## src/rtl/apb_bridge_pkg.sv

```systemverilog
// Shared definitions for the AHB-Lite to APB bridges.
//   bridge_state_e : bridge FSM encoding (idle, APB setup, APB access)
//   HTRANS_*       : AHB transfer type codes
//   clog2()        : slot-index width for a power-of-two slot count
package apb_bridge_pkg;

    typedef enum logic [1:0] {
        StIdle   = 2'd0,
        StSetup  = 2'd1,
        StAccess = 2'd2
    } bridge_state_e;

    localparam logic [1:0] HTRANS_IDLE   = 2'b00;
    localparam logic [1:0] HTRANS_BUSY   = 2'b01;
    localparam logic [1:0] HTRANS_NONSEQ = 2'b10;
    localparam logic [1:0] HTRANS_SEQ    = 2'b11;

    function automatic int unsigned clog2(input int unsigned value);
        int unsigned width;
        width = 0;
        for (int unsigned i = 0; i < 32; i++) begin
            if ((32'd1 << i) < value) begin
                width = i + 1;
            end
        end
        return width;
    endfunction

endpackage

```

## src/rtl/ahb2apb_bridge_if.sv

```systemverilog
// Bus bundle between an AHB-Lite master side and an APB slave side of the bridge.
//   slave modport  : the bridge's view (AHB inputs, APB outputs, APB read data in)
//   master modport : the surrounding system's view (the opposite directions)
// APB_PREADY_EN adds apb_pready (one bit per slot) for wait-stated APB slaves.
interface ahb2apb_bridge_if #(
    parameter int unsigned NSLV = 4
);
    logic                 ahb_hsel;
    logic [31:0]          ahb_haddr;
    logic [1:0]           ahb_htrans;
    logic                 ahb_hwrite;
    logic [31:0]          ahb_hwdata;
    logic                 ahb_hready;
    logic                 ahb_hreadyout;
    logic                 ahb_hresp;
    logic [31:0]          ahb_hrdata;
    logic [NSLV-1:0]      apb_psel;
    logic                 apb_penable;
    logic                 apb_pwrite;
    logic [31:0]          apb_paddr;
    logic [31:0]          apb_pwdata;
    logic [NSLV*32-1:0]   apb_prdata;
`ifdef APB_PREADY_EN
    logic [NSLV-1:0]      apb_pready;
`endif

    modport slave (
        input  ahb_hsel, ahb_haddr, ahb_htrans, ahb_hwrite, ahb_hwdata, ahb_hready, apb_prdata,
`ifdef APB_PREADY_EN
        input  apb_pready,
`endif
        output ahb_hreadyout, ahb_hresp, ahb_hrdata,
        output apb_psel, apb_penable, apb_pwrite, apb_paddr, apb_pwdata
    );

    modport master (
        output ahb_hsel, ahb_haddr, ahb_htrans, ahb_hwrite, ahb_hwdata, ahb_hready, apb_prdata,
`ifdef APB_PREADY_EN
        output apb_pready,
`endif
        input  ahb_hreadyout, ahb_hresp, ahb_hrdata,
        input  apb_psel, apb_penable, apb_pwrite, apb_paddr, apb_pwdata
    );

endinterface

```

## src/rtl/apb_rdata_mux.sv

```systemverilog
// Slot-indexed APB read-data selector.
//   prdata : flattened read data, slot k at bits [32k+31:32k]
//   slot   : slot index
//   rdata  : selected 32-bit word
module apb_rdata_mux #(
    parameter int unsigned NSLV   = 4,
    parameter int unsigned SLOT_W = 2
) (
    input  logic [NSLV*32-1:0] prdata,
    input  logic [SLOT_W-1:0]  slot,
    output logic [31:0]        rdata
);

    always_comb begin
        rdata = '0;
        for (int k = 0; k < int'(NSLV); k++) begin
            if (slot == SLOT_W'(k)) begin
                rdata = prdata[32*k +: 32];
            end
        end
    end

endmodule

```

## src/rtl/ahb2apb_bridge.sv

```systemverilog
// AHB-Lite slave to APB master bridge, single clock domain.
//   apb_pclk  : shared AHB/APB clock
//   apb_prstn : asynchronous active-low reset
//   bus       : ahb2apb_bridge_if.slave (AHB address/data phase in, APB master out)
// Each accepted NONSEQ/SEQ transfer becomes one APB SETUP + ACCESS; psel always returns low
// for at least one cycle between transfers.
// Define APB_PREADY_EN to stretch ACCESS until apb_pready[slot] is high.
module ahb2apb_bridge
    import apb_bridge_pkg::*;
#(
    parameter int unsigned NSLV     = 4,
    parameter int unsigned SLOT_LSB = 12
) (
    input  logic            apb_pclk,
    input  logic            apb_prstn,
    ahb2apb_bridge_if.slave bus
);

    localparam int unsigned SLOT_W = clog2(NSLV);

    bridge_state_e     state_q;
    logic [SLOT_W-1:0] slot_q;
    logic [NSLV-1:0]   psel_q;
    logic              penable_q;
    logic              pwrite_q;
    logic [31:0]       paddr_q;
    logic [31:0]       pwdata_q;
    logic [31:0]       hrdata_q;
    logic              hreadyout_q;

    logic              accept;
    logic              access_done;
    logic [SLOT_W-1:0] slot_next;
    logic [31:0]       slot_rdata;
    logic              unused_htrans;

    // htrans[1] alone separates NONSEQ/SEQ from IDLE/BUSY.
    assign unused_htrans = bus.ahb_htrans[0];
    assign accept    = bus.ahb_hsel & bus.ahb_htrans[1] & bus.ahb_hready & (state_q == StIdle);
    assign slot_next = bus.ahb_haddr[SLOT_LSB +: SLOT_W];

`ifdef APB_PREADY_EN
    assign access_done = bus.apb_pready[slot_q];
`else
    assign access_done = 1'b1;
`endif

    apb_rdata_mux #(
        .NSLV  (NSLV),
        .SLOT_W(SLOT_W)
    ) u_rdata_mux (
        .prdata(bus.apb_prdata),
        .slot  (slot_q),
        .rdata (slot_rdata)
    );

    always_ff @(posedge apb_pclk or negedge apb_prstn) begin
        if (!apb_prstn) begin
            state_q     <= StIdle;
            slot_q      <= '0;
            psel_q      <= '0;
            penable_q   <= 1'b0;
            pwrite_q    <= 1'b0;
            paddr_q     <= '0;
            pwdata_q    <= '0;
            hrdata_q    <= '0;
            hreadyout_q <= 1'b1;
        end else begin
            unique case (state_q)
                StIdle: begin
                    if (accept) begin
                        state_q     <= StSetup;
                        slot_q      <= slot_next;
                        paddr_q     <= bus.ahb_haddr;
                        pwrite_q    <= bus.ahb_hwrite;
                        psel_q      <= NSLV'(1) << slot_next;
                        hreadyout_q <= 1'b0;
                    end
                end
                StSetup: begin
                    // First data-phase cycle: hwdata is valid now.
                    pwdata_q  <= bus.ahb_hwdata;
                    penable_q <= 1'b1;
                    state_q   <= StAccess;
                end
                StAccess: begin
                    if (access_done) begin
                        psel_q      <= '0;
                        penable_q   <= 1'b0;
                        hreadyout_q <= 1'b1;
                        if (!pwrite_q) begin
                            hrdata_q <= slot_rdata;
                        end
                        state_q <= StIdle;
                    end
                end
                default: state_q <= StIdle;
            endcase
        end
    end

    // During SETUP the data register has not been loaded yet, so forward hwdata directly.
    assign bus.apb_pwdata    = (state_q == StSetup) ? bus.ahb_hwdata : pwdata_q;
    assign bus.apb_psel      = psel_q;
    assign bus.apb_penable   = penable_q;
    assign bus.apb_pwrite    = pwrite_q;
    assign bus.apb_paddr     = paddr_q;
    assign bus.ahb_hrdata    = hrdata_q;
    assign bus.ahb_hreadyout = hreadyout_q;
    assign bus.ahb_hresp     = 1'b0;

endmodule

```

## src/flat_wrapper.sv

```systemverilog
// flat-port wrapper written by rule: the top's interface ports become plain ports
module ahb2apb_bridge_flat import apb_bridge_pkg::*;
#(
    parameter int unsigned NSLV     = 4,
    parameter int unsigned SLOT_LSB = 12
)
  (apb_pclk, apb_prstn, bus_ahb_hsel, bus_ahb_haddr, bus_ahb_htrans, bus_ahb_hwrite, bus_ahb_hwdata, bus_ahb_hready, bus_apb_prdata, bus_ahb_hreadyout, bus_ahb_hresp, bus_ahb_hrdata, bus_apb_psel, bus_apb_penable, bus_apb_pwrite, bus_apb_paddr, bus_apb_pwdata);
  ahb2apb_bridge_if #(.NSLV(NSLV)) bus_i ();
  input  logic apb_pclk;
  input  logic apb_prstn;
  input wire logic [$bits(bus_i.ahb_hsel)-1:0] bus_ahb_hsel;
  input wire logic [$bits(bus_i.ahb_haddr)-1:0] bus_ahb_haddr;
  input wire logic [$bits(bus_i.ahb_htrans)-1:0] bus_ahb_htrans;
  input wire logic [$bits(bus_i.ahb_hwrite)-1:0] bus_ahb_hwrite;
  input wire logic [$bits(bus_i.ahb_hwdata)-1:0] bus_ahb_hwdata;
  input wire logic [$bits(bus_i.ahb_hready)-1:0] bus_ahb_hready;
  input wire logic [$bits(bus_i.apb_prdata)-1:0] bus_apb_prdata;
  output wire logic [$bits(bus_i.ahb_hreadyout)-1:0] bus_ahb_hreadyout;
  output wire logic [$bits(bus_i.ahb_hresp)-1:0] bus_ahb_hresp;
  output wire logic [$bits(bus_i.ahb_hrdata)-1:0] bus_ahb_hrdata;
  output wire logic [$bits(bus_i.apb_psel)-1:0] bus_apb_psel;
  output wire logic [$bits(bus_i.apb_penable)-1:0] bus_apb_penable;
  output wire logic [$bits(bus_i.apb_pwrite)-1:0] bus_apb_pwrite;
  output wire logic [$bits(bus_i.apb_paddr)-1:0] bus_apb_paddr;
  output wire logic [$bits(bus_i.apb_pwdata)-1:0] bus_apb_pwdata;
  assign bus_i.ahb_hsel = bus_ahb_hsel;
  assign bus_i.ahb_haddr = bus_ahb_haddr;
  assign bus_i.ahb_htrans = bus_ahb_htrans;
  assign bus_i.ahb_hwrite = bus_ahb_hwrite;
  assign bus_i.ahb_hwdata = bus_ahb_hwdata;
  assign bus_i.ahb_hready = bus_ahb_hready;
  assign bus_i.apb_prdata = bus_apb_prdata;
  assign bus_ahb_hreadyout = bus_i.ahb_hreadyout;
  assign bus_ahb_hresp = bus_i.ahb_hresp;
  assign bus_ahb_hrdata = bus_i.ahb_hrdata;
  assign bus_apb_psel = bus_i.apb_psel;
  assign bus_apb_penable = bus_i.apb_penable;
  assign bus_apb_pwrite = bus_i.apb_pwrite;
  assign bus_apb_paddr = bus_i.apb_paddr;
  assign bus_apb_pwdata = bus_i.apb_pwdata;
  ahb2apb_bridge #(.NSLV(NSLV), .SLOT_LSB(SLOT_LSB)) u_core (.apb_pclk(apb_pclk), .apb_prstn(apb_prstn), .bus(bus_i));
endmodule
```

## config.mk

```make
export PLATFORM = sky130hd
export DESIGN_NAME = ahb2apb_bridge_flat
export DESIGN_NICKNAME = d
export VERILOG_FILES = /design/src/rtl/apb_bridge_pkg.sv /design/src/rtl/ahb2apb_bridge_if.sv /design/src/rtl/apb_rdata_mux.sv /design/src/rtl/ahb2apb_bridge.sv /design/src/flat_wrapper.sv
export SDC_FILE = /design/constraint.sdc
export NUM_CORES = 1
export LEC_CHECK = 0
export BUFFER_PORTS_ARGS = -buffer_cell sky130_fd_sc_hd__buf_2
export CORE_AREA = 2 2 119 121
export DETAILED_ROUTE_END_ITERATION = 10
export DIE_AREA = 0 0 121 123
export PLACE_DENSITY = 0.81
export SLEW_MARGIN = 20
export SYNTH_ARGS = -nofsm -noshare
export SYNTH_HDL_FRONTEND = slang
export SYNTH_SLANG_ARGS = --single-unit
```

## constraint.sdc

```tcl
create_clock -name apb_pclk -period 3.4 [get_ports apb_pclk]
set_input_delay 0.34 -clock apb_pclk [delete_from_list [all_inputs] [get_ports apb_pclk]]
set_output_delay 0.34 -clock apb_pclk [all_outputs]
set_load 0.02 [all_outputs]
```

==> metrics, run 1 <==
crit path max fanout=33; R2R Setup Slk=1230 ps; max_slew headroom=0.277; CP Class=register to output pin; pre-CTS WS=1210 ps; XOR/XNOR Fraction of Synth Area=0; final clock skew=11.8 ps; WL/cell=15.9 um; initial cell density of the core=0.364; min Tclk post-route=2310 ps; Hold Crit Class=input port to asynchronous set/reset pin; Combinational Power Share=0.497; delay-heaviest family, CP=buffers and inverters; CTS Buf Count=9; Mapped Cells=354; sequential area share after synthesis=0.531; critical path launch point type=register; vias post-DR=3946; worst-margin pin slew=1080 ps; Cell Rows=43; First DRT Iteration DRCs=87; CTS tree=built; fin area=6920 um2; mean area per synthesized cell=14.0 um2; highest-delay cell along the critical path=dfrtp_1; Final GP Congestion=0.724; postcts setup bufs=0; crit path cell chain=inv_1 -> ha_1 -> buf_4 -> mux2_2 -> buf_2; switching part of the total power=0.422; Syn Nets=557; Buffers on Ports=300; setup violators final=0; power share of the clock group=0.157; DP Cell Count=814; worst endpoint required time=3060 ps; mux cell area share after synthesis=0.282; WP data arrival=1970 ps; Synthesis Warnings=0; Yosys top cell by area=dfrtp_1; TNS Setup=0 ps; Max Buffers Root-to-Sink=2; initial antenna violation count=1; die width=121 um; final hold viol count=0; DRC errors left=0; Cell Area, Synth=4950 um2; Peak VDD IR=533 uV; Flop pwr share=0.345; most common cell after layout, fill and taps aside=buf_2; fin cells=831; vias in the first global route=4035; Net Sw Power=2.82 mW; Power Internal=3.86 mW; share of layout cells above drive strength 1=0.651; IO Count=303; max-slew violation count=0; FF+latch count, synth=105; vias per std cell=4.75; Buf/Inv on CP=3; Die Y=123 um; GRT overflow=0; area grow syn2layout=39.8%; fin worst setup slack=1090 ps; unrepaired setup endpoints after global routing=no; status=completed; Synth cell types=27; worst hold slack=34.3 ps; dpl hpwl=10200 um; slowest cell delay on critical path=400 ps; drt total wl=13200 um; Yosys top cell area share=0.526; Post-Synth Adder-Cell Area=0.0101; most frequent cells in the layout=buf_2 (299), dfrtp_1 (103), mux2_2 (66), mux2i_1 (65), nand2_1 (34); clock sinks=105; largest family of logic cells by synthesized area=multiplexers; Net count, final=848; root buffer cell=clkbuf_16; Crit. End Element=output pin; top cells by area, synth=dfrtp_1 (53%), mux2_2 (15%), mux2i_1 (13%); Post-DRT Antenna Nets=0; fin crit share=0.679; largest net degree at the start of global routing=67; GRT Overall Usage=0.172; first-pass GRT wire length=19900 um; PwrDens=965 nW/um2; max frequency=0.433 GHz; Post-DP Area=6610 um2; cts hold-fix bufs=0; total of max-cap violations=0; Synth Area in Compound Gates=0.108; Synth Area in Simple Gates=0.0339; Core Area=13600 um2; drt first pass iters=4; Static Leak=3.56 nW; die area=14900 um2; Clock transition at path regs=80 ps; H-tree depth=3; clock latency on the worst-skew pair=350 ps; Resized cells post-CTS=0
## through the flow
stage	util	power [mW]
after floorplan	-	4.61
after global placement	0.485	5.60
after detailed placement	0.485	5.71
after CTS	0.508	6.78
after global routing	0.508	7.10
final	0.508	6.68
## cell type report
type / count / area, um2
Fill cell: 1211 / 6690
Sequential cell: 105 / 2630
Multi-Input combinational cell: 217 / 2150
Timing Repair Buffer: 307 / 1580
Clock buffer: 9 / 225
Tap cell: 180 / 225
Clock inverter: 7 / 86.3
Inverter: 5 / 18.8
Antenna cell: 1 / 2.50
## kinds of logic (layout without fill, tap and decap cells)
family	count (synthesis)	in the layout
fa+ha+maj	4	4
simple gates	41	41
mux	131	131
buf+inv	32	328
flops	105	105
compound gates	40	40
other cells	1	2
## synthesized netlist by cell type
library cell,number
o21ba_2,1
clkbuf_1,6
buf_6,4
a22o_1,2
or2_1,1
nand4_1,1
nand2b_1,1
ha_1,4
o221ai_2,30
a21boi_0,1
o221ai_1,2
nand2_1,34
a21oi_1,1
conb_1,1
buf_2,16
inv_1,5
a32o_1,2
nand3b_1,1
dfrtp_1,104
nand3_1,1
mux2_2,66
buf_4,1
o21ai_0,1
nor3_1,1
nor2_1,1
mux2i_1,65
dfstp_2,1
## state kept, by name (all words and copies together), names as in the netlist
name	cells
u_core.bus.apb_psel	4
u_core.bus.apb_paddr	32
u_core.bus.apb_pwrite	1
u_core.bus.apb_penable	1
u_core.bus.ahb_hreadyout	1
u_core.bus.ahb_hrdata	32
u_core.pwdata_q	32
u_core.state_q	2
## worst paths after layout
check / end / from / cells past startpoint
min reg2reg: u_core.bus.ahb_hrdata[25] / u_core.bus.ahb_hrdata[25] / 2
min in group apb_pclk: u_core.bus.apb_paddr[5] / bus_ahb_haddr[5] / 2
max reg2reg: u_core.bus.ahb_hrdata[13] / u_core.state_q[0] / 5
max: bus_apb_pwdata[23] / u_core.state_q[1] / 5
max in group asynchronous: u_core.bus.ahb_hrdata[22] / apb_prstn / 2
min: u_core.bus.apb_paddr[4] / apb_prstn / 1
## per-layer routing
| metal | track usage | vias up | share of wire |
|---|---|---|---|
| met1 | 0.198 | 1861 | 0.39 |
| met4 | 0.0560 | 0 | 0.015 |
| met3 | 0.0572 | 15 | 0.093 |
| li1 | - | 1887 | - |
| met2 | 0.301 | 183 | 0.50 |
| met5 | 0 | - | 0 |
## power groups by stage
| stage | Sequential, mW | Combinational (mW) | Clock, mW |
|---|---|---|---|
| floorplan | 2.63 | 1.98 | 0 |
| global placement | 2.30 | 3.30 | 0 |
| detailed placement | 2.34 | 3.37 | 0 |
| CTS | 2.32 | 3.37 | 1.09 |
| global route | 2.39 | 3.57 | 1.14 |
| finish | 2.31 | 3.32 | 1.05 |
No activity file was read; power rests on OpenSTA's default activity.
==> run 2: changes to the inputs <==
- CORE_AREA: 2 2 119 121 -> 2 2 117 119
- DIE_AREA: 0 0 121 123 -> 0 0 119 121
- PLACE_DENSITY: 0.81 -> 0.83
- clock period: 3.4 -> 2.3 ns (I/O delays scaled with it)
==> run 2 against run 1 <==
- power rose by 51%
- worst setup slack worse by 850 ps
- core utilization up 2.6 points
- global-route usage grew 1.3 points
- cell area up 1.1%
- non-clock buffer count grew 6
- first-iteration DRC count up 47%
==> metrics, run 2 (synthesized netlist as in run 1, its figures left out) <==
status=completed; WL/cell=16.1 um (+1.5%); vias post-DR=4068 (+3.1%); largest net degree at the start of global routing=66 (-1.5%); Hold Crit Class=input port to register; max frequency=0.486 GHz; worst endpoint required time=2070 ps (-990 ps); first-pass GRT wire length=20800 um (+4.7%); area grow syn2layout=41.3%; total power=10.1 mW (+51%); unrepaired setup endpoints after global routing=no; Cell Rows=42 (-2.3%); fin area=7000 um2 (+1.1%); Buffers on Ports=300 (unchanged); H-tree depth=3 (unchanged); Min-Delay Path Depth=2; Peak VDD IR=875 uV (+64%); FILL cells=1194 (-1.4%); DP Cell Count=815 (+0.12%); most frequent cells in the layout=buf_2 (299), dfrtp_1 (103), mux2_2 (66), mux2i_1 (65), nand2_1 (34); IO Count=303 (unchanged); share of layout cells above drive strength 1=0.652 (+0.00167); Net count, final=854 (+0.71%); die width=119 um (-1.7%); crit path max fanout=33 (unchanged); final clock skew=7.01 ps (-4.84 ps); CTS Buf Count=9 (unchanged); vias in the first global route=4177 (+3.5%); total of max-cap violations=0 (unchanged); number of diodes=0 (-1); setup violators final=0 (unchanged); min Tclk post-route=2060 ps; worst-margin pin slew=1010 ps (-76.6 ps); final hold viol count=0 (unchanged); Core Area=13100 um2 (-3.9%); die area=14400 um2 (-3.3%); max_slew headroom=0.328 (+0.0511); Post-DRT Antenna Nets=0 (unchanged); dpl hpwl=10400 um (+1.4%); WP data arrival=1830 ps (-140 ps); clock sinks=105 (unchanged); Die Y=121 um (-1.6%); GRT overflow=0 (unchanged); Static Leak=3.59 nW (+1.0%); critical path launch point type=register; root buffer cell=clkbuf_16; Final GP Congestion=0.733 (+1.2%); max-slew violation count=0 (unchanged); most common cell after layout, fill and taps aside=buf_2; GRT Overall Usage=0.185 (+0.0134); vias per std cell=4.89 (+3.0%); fin crit share=0.894; clock latency on the worst-skew pair=350 ps (about the same); Crit. End Element=output pin; Worst R2R Path Depth=5 (unchanged); CTS tree=built; Max Buffers Root-to-Sink=2 (unchanged); DRC errors left=0 (unchanged); drt total wl=13400 um (+1.6%); fin cells=832 (+0.12%); PwrDens=1440 nW/um2 (+49%); CP Class=register to output pin; First DRT Iteration DRCs=128 (+47%); Post-DP Area=6660 um2 (+0.87%); Clock transition at path regs=80 ps (about the same); drt first pass iters=4 (unchanged); initial cell density of the core=0.378 (+0.0146); TNS Setup=0 ps (unchanged); initial antenna violation count=0 (-1)
run 2: cell count changes in the layout (fill, tap and decap cells not counted), sizes merged:
cell | before | now
diode | 1 | 0
clkinvlp | 0 | 2
buf | 307 | 312
dlygate4sd3 | 0 | 1
clkinv | 5 | 2
bufinv | 0 | 1
run 2: repair_timing:
action / CTS / global route
setup buffers: 0 / 0
gates resized for setup: 0 / 0
endpoints found under the hold margin: 40 / 0
setup endpoints to repair: 0 / 0
hold buffers: 1 / 0
run 2: worst paths after layout:
kind	to	slack (ps)	from
worst max-delay path	bus_apb_pwdata[23]	240	u_core.state_q[1]
max in group asynchronous	u_core.bus.ahb_hreadyout	1100	apb_prstn
min in group asynchronous	u_core.bus.ahb_hrdata[7]	410	apb_prstn
worst min-delay path	u_core.bus.apb_paddr[20]	110	bus_ahb_haddr[20]
worst min register to register	u_core.bus.ahb_hrdata[29]	490	u_core.bus.ahb_hrdata[29]
worst max register to register	u_core.bus.ahb_hrdata[31]	380	u_core.state_q[0]
run 2: metal layers:
metal	up-vias	share of wire	global-route usage
li1	1895	-	-
met1	1971	0.39	0.212
met2	185	0.51	0.332
met3	17	0.078	0.0470
met4	0	0.019	0.0699
met5	-	0	0
run 2: worst max-delay path: stages, from the launching register on:
cell,delay (ps)
dfrtp_1,400
inv_1,100
ha_1,200
buf_12,220
mux2_2,380
buf_2,170
run 2: cell type report:
class	instances	area, um2	area share
clock buffers	9	225	0.0322
multi-input cells	217	2150	0.307
clock inverters	7	97.6	0.0139
well taps	176	220	0.0315
repair buffers	313	1650	0.236
flip-flops and latches	105	2630	0.376
inverters	5	18.8	0.00268
run 2: metrics by stage:
step	util	setup WS (ps)	hold slack, ps
3_3_place_gp	0.509	406	261
5_1_grt	0.535	123	92.6
3_5_place_dp	0.509	346	260
4_1_cts	0.535	207	90.2
6_report	0.535	244	107
2_1_floorplan	-	646	-65.6
run 2: power by group:
| group | internal (mW) | total [mW] | switching (mW) |
|---|---|---|---|
| logic | 2.22 | 5.14 | 2.92 |
| clock network | 0.875 | 1.62 | 0.746 |
| registers | 2.77 | 3.29 | 0.519 |
